--- config.mk ---
export PLATFORM = sky130hd
export DESIGN_NAME = reg_file_sb
export DESIGN_NICKNAME = d
export VERILOG_FILES = /design/src/rtl/reg_file_sb.sv
export SDC_FILE = /design/constraint.sdc
export NUM_CORES = 2
export LEC_CHECK = 0
export BUFFER_PORTS_ARGS = -buffer_cell sky130_fd_sc_hd__buf_4
export CAP_MARGIN = 5
export CORE_ASPECT_RATIO = 2
export CORE_MARGIN = 4
export CORE_UTILIZATION = 30
export DETAILED_ROUTE_END_ITERATION = 7
export GPL_TIMING_DRIVEN = 1
export HOLD_SLACK_MARGIN = 0.15
export PLACE_DENSITY = 0.55
export SKIP_CTS_REPAIR_TIMING = 1
export SYNTH_ARGS = -nofsm -noshare
export SYNTH_HDL_FRONTEND = slang
export SYNTH_SLANG_ARGS = --single-unit
--- constraint.sdc ---
create_clock -name clk -period 9 [get_ports clk]
set_input_delay 1.35 -clock clk [delete_from_list [all_inputs] [get_ports clk]]
set_output_delay 1.35 -clock clk [all_outputs]
set_load 0.005 [all_outputs]
--- src/rtl/reg_file_sb.sv ---
// Register file with per-register busy scoreboard and registered busy count.
// Optional same-cycle writeback bypass on both read ports under REGFILE_BYPASS_EN.
module reg_file_sb #(
    parameter int unsigned     XLEN    = 32,
    parameter int unsigned     NREGS   = 32,
    parameter logic [XLEN-1:0] SP_INIT = XLEN'(32'h0101_1111),
    localparam int unsigned    AW      = $clog2(NREGS)
) (
    input  logic            clk,
    input  logic            rst_n,
    input  logic [AW-1:0]   rs1_addr,
    input  logic [AW-1:0]   rs2_addr,
    output logic [XLEN-1:0] rs1_data,
    output logic [XLEN-1:0] rs2_data,
    output logic            rs1_busy,
    output logic            rs2_busy,
    input  logic            iss_valid,
    input  logic [AW-1:0]   iss_rd,
    input  logic            wb_en,
    input  logic [AW-1:0]   wb_addr,
    input  logic [XLEN-1:0] wb_data,
    input  logic            flush,
    output logic [AW-1:0]   busy_cnt
);

    logic [XLEN-1:0] regs_q [NREGS];
    logic [XLEN-1:0] regs_d [NREGS];
    logic [NREGS-1:0] busy_q, busy_d;
    logic [AW-1:0]    cnt_q, cnt_d;
    logic             wb_hit, iss_hit, cnt_inc, cnt_dec;

    // Register 0 is hardwired: writes and issues to it are dropped here.
    assign wb_hit  = wb_en && (wb_addr != '0);
    assign iss_hit = iss_valid && (iss_rd != '0) && !flush;

    always_comb begin
        regs_d = regs_q;
        busy_d = busy_q;
        cnt_d  = cnt_q;
        if (wb_hit) begin
            regs_d[wb_addr] = wb_data;
            busy_d[wb_addr] = 1'b0;
        end
        if (iss_hit) begin
            busy_d[iss_rd] = 1'b1;
        end
        if (flush) begin
            busy_d = '0;
        end
        // A new producer for the register being written back keeps it busy.
        cnt_inc = iss_hit && !busy_q[iss_rd];
        cnt_dec = wb_hit && busy_q[wb_addr] && !(iss_hit && (iss_rd == wb_addr));
        if (flush) begin
            cnt_d = '0;
        end else begin
            cnt_d = cnt_q + AW'(cnt_inc) - AW'(cnt_dec);
        end
    end

    always_ff @(posedge clk or negedge rst_n) begin
        if (!rst_n) begin
            for (int i = 0; i < int'(NREGS); i++) begin
                regs_q[i] <= (i == 2) ? SP_INIT : '0;
            end
            busy_q <= '0;
            cnt_q  <= '0;
        end else begin
            regs_q <= regs_d;
            busy_q <= busy_d;
            cnt_q  <= cnt_d;
        end
    end

    always_comb begin
        rs1_data = (rs1_addr == '0) ? '0 : regs_q[rs1_addr];
        rs2_data = (rs2_addr == '0) ? '0 : regs_q[rs2_addr];
        rs1_busy = busy_q[rs1_addr];
        rs2_busy = busy_q[rs2_addr];
`ifdef REGFILE_BYPASS_EN
        // Forward the in-flight writeback; a same-cycle issue re-marks it busy.
        if (wb_hit && (wb_addr == rs1_addr)) begin
            rs1_data = wb_data;
            rs1_busy = iss_valid && (iss_rd == rs1_addr);
        end
        if (wb_hit && (wb_addr == rs2_addr)) begin
            rs2_data = wb_data;
            rs2_busy = iss_valid && (iss_rd == rs2_addr);
        end
`endif
    end

    assign busy_cnt = cnt_q;

endmodule

# Word level (Yosys, flattened, before mapping)
# Cells that the tools add are included.
# W data, S select, Z words.
# op_classes
magnitude_cmp,10
n_eq_ne,1
n_reduce_logical,17
bitwise,6
n_mux,27
n_addsub,2
# op_table
op,n
$bwmux W1024,1
$bmux W32 S5,2
$mux W32,10
$demux W32 S5,1
$and A32 B32 Y32,1
$not A32 Y32,1
$or A32 B32 Y32,1
$lt A5 B6 Y1 const B,4
$bmux W1 S5,4
$ge A6 B6 Y1 const B,3
$not A5 Y6,3
$demux W1 S5,2
$ge A5 B1 Y1 const B,2
$logic_and A1 B1 Y1,10
$logic_not A5 Y1,2
$reduce_bool A5 Y1,2
$lt A6 B1 Y1 const B,1
$mux W1,6
$add A5 B1 Y5,1
$eq A5 B5 Y1,1
$mux W5,1
$sub A5 B1 Y5,1
$logic_not A1 Y1,3
# word_totals
register_bits,1061
output_inout_bits,71
inputBits,57

# Longest topological paths before layout
# logic_depth
ltp_word,10
ltp_mapped,17

# Worst setup path after synthesis
# No wires, ideal clock.
# synth_path
path_type,input-to-reg
startpoint,input iss_rd[0]
endpoint,register cnt_q[4] (netlist: busy_cnt[4])
n_path_buf,2
arrival_ns,4.240
stages,15
required_time_ns,8.869
setup_slack_ns,4.629
setup_time_ns,0.131
cell_sequence,clkbuf_1 buf_2 mux4_2 mux4_2 a211o_1 ha_1 inv_1 ha_1 inv_1 fa_1 inv_1 a21o_1 a21oi_1 xnor2_1 nor2_1
# synth_via
elab_chain_cells,8
word_cells_on_any_way,14
cone_classes,add/sub: 2; eq/ne: 1; mux: 3; reduce/logical: 8
# synth_lines
element,line,rtl
start: declaration,18,"input logic [AW-1:0] iss_rd,"
branches (longest 6 deep; another with $add A5 B1 Y5),-,
$sub A5 B1 Y5 (*),56,cnt_d = cnt_q + AW'(cnt_inc) - AW'(cnt_dec);
$mux W5 (*),53,if (flush) begin
net cnt_d[4],29,"logic [AW-1:0] cnt_q, cnt_d;"
end signal: assignment,70,cnt_q <= cnt_d;
end: declaration,29,
# Mark *: on every way through the listed nets, which the timed path passes. The select of a mux whose other input is x is not followed.
# A chain may end at the register's enable or synchronous reset.

# Final worst setup path
# layout_path
startpoint,input rs2_addr[4]
endpoint,output rs2_data[17]
# layout_via
elab_chain_cells,5
word_cells_on_any_way,6
cone_classes,mux: 4; bitwise: 1; reduce/logical: 1
# layout_lines
element,line,rtl
start: declaration,12,"input logic [AW-1:0] rs2_addr,"
$not A5 Y6 (not written as such),76,rs2_data = (rs2_addr == '0) ? '0 : regs_q[rs2_addr];
$bmux W32 S5,76,
$mux W32 (not written as such) (2 in series),76,
$mux W32 (*),76,
end: declaration,14,"output logic [XLEN-1:0] rs2_data,"
# Mark *: on every way between the ends. The rest lies on a longest branch, timed or not. The select of a mux whose other input is x is not followed.

==> impl_metrics.csv <==
group,metric,value,unit
floorplan,die_w,317,um
yosys,avgSynthCellArea,16.0,um^2
timing,relSlewSlack,0.217,
global_route,grt_usage,0.192,
layout,syn_to_final_growth,10.6,%
timing,fin_crit,5910,ps
yosys,syn_nets,3644,
detailed_routing,vias,34000,
global_route,grt_first_pass_wirelength,276,mm
layout,post-route-util,0.334,
pwr,power_density,215,nW/um^2
yosys,yosys_most_used_dff,"dfrtp_1",
timing,setup_slack,3090,ps
layout,nets,3497,
timing,rsz0062_at_grt,"no",
floorplan,die_h,626,um
timing,hold_viol,0,
yosys,synth_commonest_cells,"1055 x dfrtp_1, 991 x mux2_2, 606 x mux4_2, 207 x clkbuf_1, 141 x buf_2",
pwr,ir_worst_vdd,141,uV
critical_path,startpoint_type,"input port",
yosys,synth_xor_xnor_area_share,0.00138,
timing,finalSetupViolCount,0,
floorplan,pin_count,128,
global_route,grt_overflow,0,
yosys,synth_most_common_cell,"dfrtp_1",
layout,stdcell_area,63300,um^2
critical_path,cp-end-kind,"output port",
global_route,grt_antenna_before_repair,21,
detailed_routing,drt_first_pass_iters,6,
yosys,synth_edf_count,0,
global_route,grt_max_degree,153,
place,place.gp.congestion,0.824,
timing,slew_violations,0,
yosys,synthMuxAreaShare,0.448,
yosys,synth_seq_area_share,0.464,
place,dp_slack,3120,ps
yosys,syn_inst,3581,
timing,post-route-period-util,0.657,
global_route,first_global_vias,37100,
clock_tree,cts_buffers,93,
critical_path,arrival,4560,ps
timing,max_freq,169,MHz
yosys,synth_top_family_by_area,"multiplexers",
yosys,yosys.area.top_type,"dfrtp_1",
detailed_routing,drcViolationCount,0,
detailed_routing,detailedRoute.firstIterationViolations,2205,
critical_path,criticalPathCategory,"input port to output port",
yosys,ys_ff_latch,1061,
detailed_routing,routed_wl,190,mm
yosys,synthArstFlopShare,1.00,
timing,setup_tns,0,ps
floorplan,core-area,189000,um^2
place,dpl.hpwl,113,mm
pwr,p_leak,0.0265,uW
critical_path,cp_max_fo,29,
clock_tree,htreeDepth,3,
yosys,synthAdderAreaFrac,0.00144,
flow_run,maxCapViolCount,0,
status,status,"completed",
timing,final.setup_skew,7.17,ps
yosys,yosys.area_share.simple,0.0135,
critical_path,cp.required,7650,ps
min_path,holdCritPathClass,"register to register",
place,place_area,60000,um^2
floorplan,start_util,0.302,
yosys,synth_top_area_share,0.462,
yosys,syn-cell-area,57200,um^2
clock_tree,cts_tree,"built",
place,numPortBuffers,127,
layout,drive_above_1_share,0.574,
clock_tree,clockBufferDepth,3,
clock_tree,worstSkewPairLatency,710,ps
timing,fin_hold_ws,396,ps
floorplan,num_rows,226,
layout,fillers,18400,
clock_tree,root_buffer,"clkbuf_16",
timing,worst_pin_slew,1170,ps
yosys,synth_cell_type_count,48,
floorplan,dieArea,198000,um^2
yosys,synth_compound_area_frac,0.0287,
yosys,synthTopCellsByArea,"dfrtp_1 46%, mux4_2 24%, mux2_2 20%",
detailed_routing,drtAntennaViolNets,0,
clock_tree,path_clk_slew,70,ps
detailed_routing,routedWlPerCell,31.5,um
yosys,yosysWarnings,0,
clock_tree,clkSinkCount,1061,
detailed_routing,viasPerCell,5.64,
-- report_power, final --
group	internal, uW	leakage [uW]	total (uW)	switching (uW)
clock network	2450	0.00161	4410	1960
logic	1760	0.0112	2930	1170
registers	5650	0.0136	6280	636
total	9860	0.0265	13600	3770
-- worst max-delay path, cell delays in order --
cell and delay (ps):
buf_4 170, buf_4 610, nor2b_4 160, buf_4 280, nand2b_2 730, o221ai_1 210
a221oi_1 680, buf_4 230
-- state kept, by name, indices dropped and copies added, names as in the netlist --
signal and flops:
busy_q 32, regs_q 1024, busy_cnt 5
-- layer usage --
| layer | track usage | part of all wire |
|---|---|---|
| met1 | 0.219 | 0.36 |
| met2 | 0.352 | 0.54 |
| met3 | 0.0298 | 0.047 |
| met4 | 0.0845 | 0.050 |
| met5 | 0 | 0.0011 |
-- cells in the final DEF, fill, tap and decap left out, drive strengths merged, types with 3 or more instances in the layout --
master / count
o22ai: 4
nand2: 23
o221ai: 64
mux2: 993
a221oi: 66
clkbuf: 142
a22oi: 16
ha: 5
and2: 8
xor2: 7
dfstp: 6
dfrtp: 1055
mux4: 606
nor2b: 29
and3: 3
clkinv: 80
mux2i: 78
buf: 189
a211oi: 3
bufinv: 10
and3b: 4
nand2b: 6
diode: 6
nor3: 8
nand3b: 4
a21oi: 18
nor2: 50
inv: 10
nand3: 3
nor3b: 3
-- through the flow --
| step | cells | power [uW] |
|---|---|---|
| 2_1_floorplan | 3581 | 8320 |
| 3_3_place_gp | 5847 | 9220 |
| 3_5_place_dp | 5847 | 9330 |
| 4_1_cts | 6020 | 13800 |
| 5_1_grt | 6021 | 14200 |
| 6_report | 6026 | 13600 |
-- worst paths after layout --
| path | from | endpoint | slack [ps] | cells after the start |
|---|---|---|---|---|
| max | rs2_addr[4] | rs2_data[17] | 3090 | 8 |
| min | regs_q[1005] | regs_q[1005] | 400 | 0 |
| max reg2reg | busy_q[15] | busy_cnt[4] | 5640 | 13 |
| min reg2reg | regs_q[1005] | regs_q[1005] | 400 | 0 |
| max in group asynchronous | rst_n | regs_q[911] | 6160 | 3 |
| min in group asynchronous | rst_n | regs_q[254] | 610 | 1 |
-- cell type report --
cell class,count,area (um^2),share of cell area
multi-input combinational,2018,28400,0.449
sequential,1061,26600,0.420
tap,2508,3140,0.0496
clock buffer,142,2800,0.0443
timing repair buffer,189,1630,0.0257
clock inverter,31,482,0.00761
inverter,71,267,0.00421
antenna,6,15.0,0.000237
-- logic make-up (layout without fill, tap and decap cells) --
group	Yosys count	after routing
other	0	6
DFF	1061	1061
adders and majority gates	6	6
xor gates and xnor gates	9	9
AOI/OAI and AO/OA	177	177
and+or+nand+nor	149	149
muxes	1677	1677
buffers and inverters	502	433
Note: power is estimated with default switching activity, not from simulation.
